File: config.mk
export PLATFORM = sky130hd
export DESIGN_NAME = conv3x3_filter
export DESIGN_NICKNAME = d
export VERILOG_FILES = /design/src/rtl/conv3x3_filter_pkg.sv /design/src/rtl/conv_sat_shift.sv /design/src/rtl/conv3x3_filter.sv
export SDC_FILE = /design/constraint.sdc
export NUM_CORES = 2
export LEC_CHECK = 0
export BUFFER_PORTS_ARGS = -buffer_cell sky130_fd_sc_hd__buf_2
export CAP_MARGIN = 0
export CORE_MARGIN = 3
export CORE_UTILIZATION = 30
export DETAILED_ROUTE_END_ITERATION = 7
export PLACE_DENSITY = 0.49
export SYNTH_ARGS = -nofsm -noshare
export SYNTH_HDL_FRONTEND = slang
export SYNTH_HIERARCHICAL = 1
export SYNTH_SLANG_ARGS = --single-unit
File: constraint.sdc
create_clock -name clk -period 9.45 [get_ports clk]
set_input_delay 0.945 -clock clk [delete_from_list [all_inputs] [get_ports clk]]
set_output_delay 0.945 -clock clk [all_outputs]
set_load 0.02 [all_outputs]
File: src/rtl/conv3x3_filter_pkg.sv
// Shared image-processing constants for the 3x3 filter family.
// Provides the default pixel width, coefficient width, accumulator width,
// tap count and the identity kernel loaded into the coefficients on reset.
package conv3x3_filter_pkg;

  localparam int PIX_W_DEF  = 8;
  localparam int COEF_W     = 8;
  localparam int SUM_W      = 21;
  localparam int N_TAPS     = 9;
  localparam int CENTER_TAP = 4;

  typedef logic signed [COEF_W-1:0] coef_t;

  // Identity kernel packed tap 0 in the low byte: only the centre tap is +1.
  localparam logic [N_TAPS*COEF_W-1:0] IDENTITY_KERNEL =
    (N_TAPS*COEF_W)'(1) << (CENTER_TAP*COEF_W);

  function automatic coef_t default_coef(input int tap);
    return $signed(IDENTITY_KERNEL[tap*COEF_W +: COEF_W]);
  endfunction

endpackage

File: src/rtl/conv_sat_shift.sv
// Arithmetic right shift and saturation of a signed accumulator down to an
// unsigned pixel. Purely combinational so the caller decides where to register.
//   sum_in  : signed accumulator
//   shift   : right-shift amount (floor toward minus infinity)
//   pix_out : result clamped to 0 .. 2^PIX_W-1
module conv_sat_shift
  import conv3x3_filter_pkg::*;
#(
  parameter int PIX_W  = PIX_W_DEF,
  parameter int ACC_W  = SUM_W
) (
  input  logic signed [ACC_W-1:0] sum_in,
  input  logic        [3:0]       shift,
  output logic        [PIX_W-1:0] pix_out
);

  localparam logic signed [ACC_W-1:0] PIX_MAX =
    $signed({{(ACC_W-PIX_W){1'b0}}, {PIX_W{1'b1}}});

  logic signed [ACC_W-1:0] shifted;

  always_comb begin
    shifted = sum_in >>> shift;
    pix_out = '0;
    if (shifted < 0) begin
      pix_out = '0;
    end else if (shifted > PIX_MAX) begin
      pix_out = '1;
    end else begin
      pix_out = shifted[PIX_W-1:0];
    end
  end

endmodule

File: src/rtl/conv3x3_filter.sv
// Programmable 3x3 convolution with a 3-stage pipeline and frame tracking.
//   clk, rst        : clock and asynchronous active-high reset
//   in_valid, p1-p9 : window pixels, row-major, p5 is the centre
//   coef_*          : coefficient write port (index 0..8 maps to p1..p9)
//   shift           : normalisation right shift, expected to be quasi-static
//   out_valid       : pixel_out valid, 3 cycles after the producing in_valid
//   pixel_out       : filtered, saturated pixel (holds when out_valid=0)
//   row_done        : pulse with the last pixel of each row
//   frame_done      : pulse with the last pixel of each frame
module conv3x3_filter
  import conv3x3_filter_pkg::*;
#(
  parameter int PIX_W = PIX_W_DEF,
  parameter int IMG_W = 64,
  parameter int IMG_H = 64
) (
  input  logic             clk,
  input  logic             rst,
  input  logic             in_valid,
  input  logic [PIX_W-1:0] p1,
  input  logic [PIX_W-1:0] p2,
  input  logic [PIX_W-1:0] p3,
  input  logic [PIX_W-1:0] p4,
  input  logic [PIX_W-1:0] p5,
  input  logic [PIX_W-1:0] p6,
  input  logic [PIX_W-1:0] p7,
  input  logic [PIX_W-1:0] p8,
  input  logic [PIX_W-1:0] p9,
  input  logic             coef_wr,
  input  logic [3:0]       coef_addr,
  input  logic [7:0]       coef_data,
  input  logic [3:0]       shift,
  output logic             out_valid,
  output logic [PIX_W-1:0] pixel_out,
  output logic             frame_done,
  output logic             row_done
);

  localparam int PROD_W = PIX_W + 1 + COEF_W;
  localparam int COL_W  = (IMG_W > 1) ? $clog2(IMG_W) : 1;
  localparam int ROW_W  = (IMG_H > 1) ? $clog2(IMG_H) : 1;
  localparam logic [COL_W-1:0] COL_MAX = COL_W'(IMG_W - 1);
  localparam logic [ROW_W-1:0] ROW_MAX = ROW_W'(IMG_H - 1);

  logic [PIX_W-1:0] pix [N_TAPS];

  assign pix[0] = p1;
  assign pix[1] = p2;
  assign pix[2] = p3;
  assign pix[3] = p4;
  assign pix[4] = p5;
  assign pix[5] = p6;
  assign pix[6] = p7;
  assign pix[7] = p8;
  assign pix[8] = p9;

  coef_t                     coef_d [N_TAPS];
  coef_t                     coef_q [N_TAPS];
  logic signed [PROD_W-1:0]  prod_d [N_TAPS];
  logic signed [PROD_W-1:0]  prod_q [N_TAPS];
  logic                      s1_valid_d, s1_valid_q;
  logic signed [SUM_W-1:0]   sum_d, sum_q;
  logic                      s2_valid_d, s2_valid_q;
  logic [PIX_W-1:0]          sat_pix;
  logic [PIX_W-1:0]          pixel_out_d, pixel_out_q;
  logic                      out_valid_d, out_valid_q;
  logic                      row_done_d, row_done_q;
  logic                      frame_done_d, frame_done_q;
  logic [COL_W-1:0]          col_d, col_q;
  logic [ROW_W-1:0]          row_d, row_q;

  // Out-of-range addresses match no tap and so leave every coefficient alone.
  always_comb begin
    for (int i = 0; i < N_TAPS; i++) begin
      coef_d[i] = coef_q[i];
      if (coef_wr && (coef_addr == 4'(i))) begin
        coef_d[i] = $signed(coef_data);
      end
    end
  end

  // Products use coef_q, so a window sharing an edge with a write sees the
  // old coefficient. The pixel gets a zero sign bit before the signed multiply.
  always_comb begin
    for (int i = 0; i < N_TAPS; i++) begin
      prod_d[i] = PROD_W'($signed({1'b0, pix[i]})) * PROD_W'(coef_q[i]);
    end
    s1_valid_d = in_valid;
  end

  always_comb begin
    sum_d = '0;
    for (int i = 0; i < N_TAPS; i++) begin
      sum_d = sum_d + SUM_W'(prod_q[i]);
    end
    s2_valid_d = s1_valid_q;
  end

  conv_sat_shift #(
    .PIX_W (PIX_W),
    .ACC_W (SUM_W)
  ) u_sat (
    .sum_in  (sum_q),
    .shift   (shift),
    .pix_out (sat_pix)
  );

  // Counters hold the position of the next pixel to leave the pipeline.
  always_comb begin
    out_valid_d  = s2_valid_q;
    pixel_out_d  = pixel_out_q;
    row_done_d   = 1'b0;
    frame_done_d = 1'b0;
    col_d        = col_q;
    row_d        = row_q;
    if (s2_valid_q) begin
      pixel_out_d = sat_pix;
      if (col_q == COL_MAX) begin
        col_d      = '0;
        row_done_d = 1'b1;
        if (row_q == ROW_MAX) begin
          row_d        = '0;
          frame_done_d = 1'b1;
        end else begin
          row_d = row_q + 1'b1;
        end
      end else begin
        col_d = col_q + 1'b1;
      end
    end
  end

  always_ff @(posedge clk or posedge rst) begin
    if (rst) begin
      for (int i = 0; i < N_TAPS; i++) begin
        coef_q[i] <= default_coef(i);
        prod_q[i] <= '0;
      end
      s1_valid_q   <= 1'b0;
      sum_q        <= '0;
      s2_valid_q   <= 1'b0;
      pixel_out_q  <= '0;
      out_valid_q  <= 1'b0;
      row_done_q   <= 1'b0;
      frame_done_q <= 1'b0;
      col_q        <= '0;
      row_q        <= '0;
    end else begin
      for (int i = 0; i < N_TAPS; i++) begin
        coef_q[i] <= coef_d[i];
        prod_q[i] <= prod_d[i];
      end
      s1_valid_q   <= s1_valid_d;
      sum_q        <= sum_d;
      s2_valid_q   <= s2_valid_d;
      pixel_out_q  <= pixel_out_d;
      out_valid_q  <= out_valid_d;
      row_done_q   <= row_done_d;
      frame_done_q <= frame_done_d;
      col_q        <= col_d;
      row_q        <= row_d;
    end
  end

  assign out_valid  = out_valid_q;
  assign pixel_out  = pixel_out_q;
  assign row_done   = row_done_q;
  assign frame_done = frame_done_q;

endmodule

== Yosys cells after proc, flatten, opt, wreduce, memory -nomap -nowiden ==
Cells that the tools add are included.
Storage, ports and cells
  register bits after elaboration: 271
  output and inout bits: 11
  logic and storage cells: 79
Operators by class
  equality and inequality tests: 10
  magnitude comparators: 2
  add/subtract/negate cells: 10
  reductions and logical operators: 11
  shifts and indexed selects: 1
  multiplexer cells: 9
  multiply operators: 9
Operator list (number)
  $mul 9x8->17: 9
  $add 21x17->21: 4
  $add 20x17->21: 1
  $gt 21x9->1 const B: 1
  $lt 21x1->1 const B: 1
  $sshr 21x4->21: 1
  $add 19x17->20: 1
  $add 18x17->19: 1
  $add 17x17->18: 1
  $eq 4x3->1 const B: 4
  $mux 8: 2
  $add 6x1->6 const B: 2
  $eq 6x6->1 const B: 2
  $mux 6: 2
  $logic_and 1x1->1: 9
  $eq 4x2->1 const B: 2
  $mux 1: 5
  $eq 4x1->1 const B: 1
  $eq 4x4->1 const B: 1
  $logic_not 4->1: 1
  $reduce_and 2->1: 1

== Depth between registers and ports, before layout ==
  depth after elaboration: 8
  gate-level depth with buffers: 18
  gate-level depth less buffers: 18

== By module ==
The synthesis kept the hierarchy.
Modules (own cells, without submodules)
  conv3x3_filter: times used 1, sequential area each 6782.8 µm², area each 31664.1 µm², cells each 3172
  conv_sat_shift: times used 1, sequential area each 0.0 µm², area each 1041.0 µm², cells each 121

== Worst setup path before layout ==
No wires, ideal clock.
  path kind: input-to-reg
  from: input p7[5]
  to: register prod_q[50] in the netlist's numbering
  setup time: 0.080 ns
  cell stages on the path: 14
  slack: 4.715 ns
  arrival time: 4.655 ns
  data required time: 9.370 ns
  cells stage by stage: and2_1 > fa_1 > inv_1 > fa_1 > inv_1 > fa_1 > fa_1 > ha_1 > o21a_1 > o31a_1 > o41ai_1 > o21ai_0 > o41ai_1 > xnor2_1
RTL lines
  from (decl): line conv3x3_filter.sv:26  | input logic [PIX_W-1:0] p7,
  to (signal, indexed assignment): line conv3x3_filter.sv:151  | prod_q[i] <= prod_d[i];
  to (decl): line conv3x3_filter.sv:60  | logic signed [PROD_W-1:0] prod_q [N_TAPS];

== Worst setup path in the final report ==
  from: register prod_q[104] in the netlist's numbering
  to: register sum_q[20]
Between the ends
  cells in the longest elaborated chain, start to end: 7
Ends and longest elaborated chain
  $add 18x17->19: line conv3x3_filter.sv:94  | sum_d = sum_d + SUM_W'(prod_q[i]);
  $add 19x17->20: line conv3x3_filter.sv:94
  $add 20x17->21: line conv3x3_filter.sv:94
  $add 21x17->21 (4 in series): line conv3x3_filter.sv:94
  via sum_d[20]: line conv3x3_filter.sv:62  | logic signed [SUM_W-1:0] sum_d, sum_q;
  to (signal assigned): line conv3x3_filter.sv:154  | sum_q <= sum_d;
  to (decl): line conv3x3_filter.sv:62
The timed path passes the listed nets, and every way through them passes these cells.
A chain may end at the register's enable or synchronous reset.

==> impl_metrics.json <==
{
  "post_cts_buffers": 0,
  "syn_area_um2": 32700,
  "synth_cell_types": 80,
  "cts.sink_count": 271,
  "timing.critical_path.from_type": "flip-flop",
  "synth_commonest_cells": "sky130_fd_sc_hd__inv_1, sky130_fd_sc_hd__fa_1, sky130_fd_sc_hd__ha_1, sky130_fd_sc_hd__and2_1, sky130_fd_sc_hd__nand2_1",
  "gr-total-overflow": 0,
  "fp-row-count": 120,
  "grt_first_pass_wirelength_um": 134000,
  "cp_data_arrival_time_ns": 5.44,
  "postRouteAntennaNets": 0,
  "final.fill_count": 11100,
  "ys.flop_type": "sky130_fd_sc_hd__dfrtp_1",
  "yosys_warnings": 6,
  "post_cts_hold_buffers": 0,
  "synth_area_leaders": "sky130_fd_sc_hd__fa_1, sky130_fd_sc_hd__dfrtp_1, sky130_fd_sc_hd__ha_1, sky130_fd_sc_hd__inv_1, sky130_fd_sc_hd__and2_1",
  "fin_crit_sh_pct": 53.3,
  "multiInputGateArea_um2": 23000,
  "globalplace.congestion": 0.827,
  "port_buffers": 102,
  "cts-root-to-sink-buffers": 3,
  "routed-via-count": 22000,
  "floorplan.initialDensity_pct": 30.4,
  "crit_fanout": 3,
  "max_slew.worst_pin.slew_ns": 0.894,
  "synth.yosys.seq_area_share_pct": 20.7,
  "asyncSetResetFlopFracSynth_pct": 100,
  "die-width_um": 336,
  "postPlaceCellArea_um2": 34800,
  "die_height_um": 336,
  "antenna_found_initial": 18,
  "path_category_of_the_worst_min_delay_check": "flip-flop to flip-flop",
  "synth.avg_cell_area_um2": 9.93,
  "worst_max_slew_margin_expressed_relative_to_the_limit_pct": 40.2,
  "setup_viol": 0,
  "first_iter_violations": 1062,
  "cts_tree": "yes",
  "synth_largest_area_cell": "sky130_fd_sc_hd__fa_1",
  "fraction_of_final_layout_cells_sized_beyond_drive_strength_1_pct": 8.31,
  "postSynthCellCount": 3293,
  "clock-skew-final_ns": 0.0311,
  "cts.clk_slew.worst_paths_ns": 0.06,
  "fin_tns_setup_ns": 0,
  "final-max-slew-violation-count": 0,
  "fin_hold_ws_ns": 0.354,
  "latest_clock_arrival_within_the_worst_skew_pair_ns": 0.57,
  "critPathCaptureType": "flip-flop",
  "signed_area_change_from_the_synthesized_netlist_to_the_final_layout_pct": 10.3,
  "mappedNetlistNets": 4250,
  "detail_route.wirelength_um": 82800,
  "yosysMostFrequentCell": "sky130_fd_sc_hd__inv_1",
  "timing.setup.critical_path_class": "flip-flop to flip-flop",
  "floorplan.core_area_um2": 108000,
  "clock-root-buffer": "sky130_fd_sc_hd__clkbuf_16",
  "detailed_place_hpwl_um": 68000,
  "cts_made_buffers": 35,
  "synth_top_area_share_pct": 27.9,
  "min_path_cells": 0,
  "grt_start_max_net_pins": 79,
  "dieArea_um2": 113000,
  "drt-vias-per-instance": 4.56,
  "count_of_flip_flops_with_a_built_in_enable_after_synthesis": 0,
  "run_status": "finished, final reports clean",
  "drt_pre_antenna_iters": 7,
  "maxCapViolations": 0,
  "final_area_um2": 36100,
  "cts-resized-gates": 0,
  "period_needed_ns": 5.04,
  "detail_route.drc_violations": 0,
  "number_of_global_route_vias_before_repair": 23600,
  "wire_per_inst_um": 17.1,
  "max_clock_freq_mhz": 199,
  "timing.reg2reg.worst_path_depth": 14,
  "final-hold-violation-count": 0,
  "synth-seq-cells": 271,
  "layout.area.seq_um2": 6780,
  "track_usage_pct": 15.2,
  "rsz0062_at_grt": "false",
  "layout_net_count": 4359,
  "floorplan.io_pins": 103,
  "htree_levels": 2,
  "crit_required_ns": 9.85
}
cell usage in the layout, fill, tap and decap left out, drive strengths merged, types with 21 or more instances in the layout:
master,instances
clkbuf,40
and2,291
xor2,22
o211ai,21
buf,106
dfrtp,270
xnor2,89
nor2,120
o21ai,61
nor3,39
nand2,279
inv,732
ha,410
mux2,80
a21oi,75
nand2b,55
a21o,30
fa,455
mux2i,34
flip-flops by register name, indices dropped and copies added, names as in the netlist:
register     count
prod_q         153
coef_q          72
sum_q           21
pixel_out        8
col_q            6
row_q            6
frame_done       1
out_valid        1
out_valid_d      1
row_done         1
s1_valid_q       1
per-layer routing:
metal	up-vias	share of wire, %	GRT usage, %
li1	10500	-	-
met5	-	0.033	0
met1	11200	46	20.4
met4	4	2.1	3.65
met2	305	49	25.9
met3	76	3.5	1.79
logic make-up after synthesis:
logic type	synth area share, %
AO/OA/AOI/OAI	6.08
XOR/XNOR	2.97
adder cells (fa/ha/maj)	43.5
buffers and inverters	8.90
flip-flops	20.7
multiplexers	4.08
AND/OR/NAND/NOR	13.7
stage by stage:
stage / instances / util [%] / setup slack, ns
final: 4838 / 33.5 / 4.41
after global routing: 4836 / 33.5 / 4.27
after CTS: 4832 / 33.5 / 4.40
after detailed placement: 4768 / 32.4 / 4.19
after global placement: 4768 / 32.4 / 4.23
after floorplan: 3293 / - / 1.04
critical path, cell delays in order, from the launching register on:
cell and delay (ns):
sky130_fd_sc_hd__dfrtp_1 0.38, sky130_fd_sc_hd__fa_1 0.60, sky130_fd_sc_hd__fa_1 0.48, sky130_fd_sc_hd__fa_1 0.54, sky130_fd_sc_hd__inv_1 0.05, sky130_fd_sc_hd__fa_1 0.47
sky130_fd_sc_hd__inv_1 0.04, sky130_fd_sc_hd__ha_1 0.22, sky130_fd_sc_hd__fa_1 0.47, sky130_fd_sc_hd__a21o_1 0.21, sky130_fd_sc_hd__a22oi_2 0.16, sky130_fd_sc_hd__o21ai_2 0.11
sky130_fd_sc_hd__o41ai_4 0.48, sky130_fd_sc_hd__mux2i_1 0.15, sky130_fd_sc_hd__a2111oi_2 0.49
path summary, 6_finish.rpt:
path	start	slack (ns)	to
max in group asynchronous	rst	6.92	prod_q[135]
worst max register to register	prod_q[104]	4.41	sum_q[20]
worst min-delay path	s1_valid_q	0.35	out_valid_d
worst max-delay path	prod_q[104]	4.41	sum_q[20]
min in group asynchronous	rst	0.47	s1_valid_q
worst min register to register	s1_valid_q	0.35	out_valid_d
area by class of cell:
| class | instances | share of cell area, % |
|---|---|---|
| multi-input cells | 2257 | 63.8 |
| flip-flops and latches | 271 | 18.8 |
| inverters | 731 | 7.63 |
| well taps | 1403 | 4.87 |
| clock buffers | 40 | 2.56 |
| repair buffers | 106 | 1.50 |
| clock inverters | 24 | 0.791 |
| diodes | 6 | 0.0416 |
Power is not shown: default switching activity piles up to over one toggle a cycle in this logic, so the estimate is an artifact.
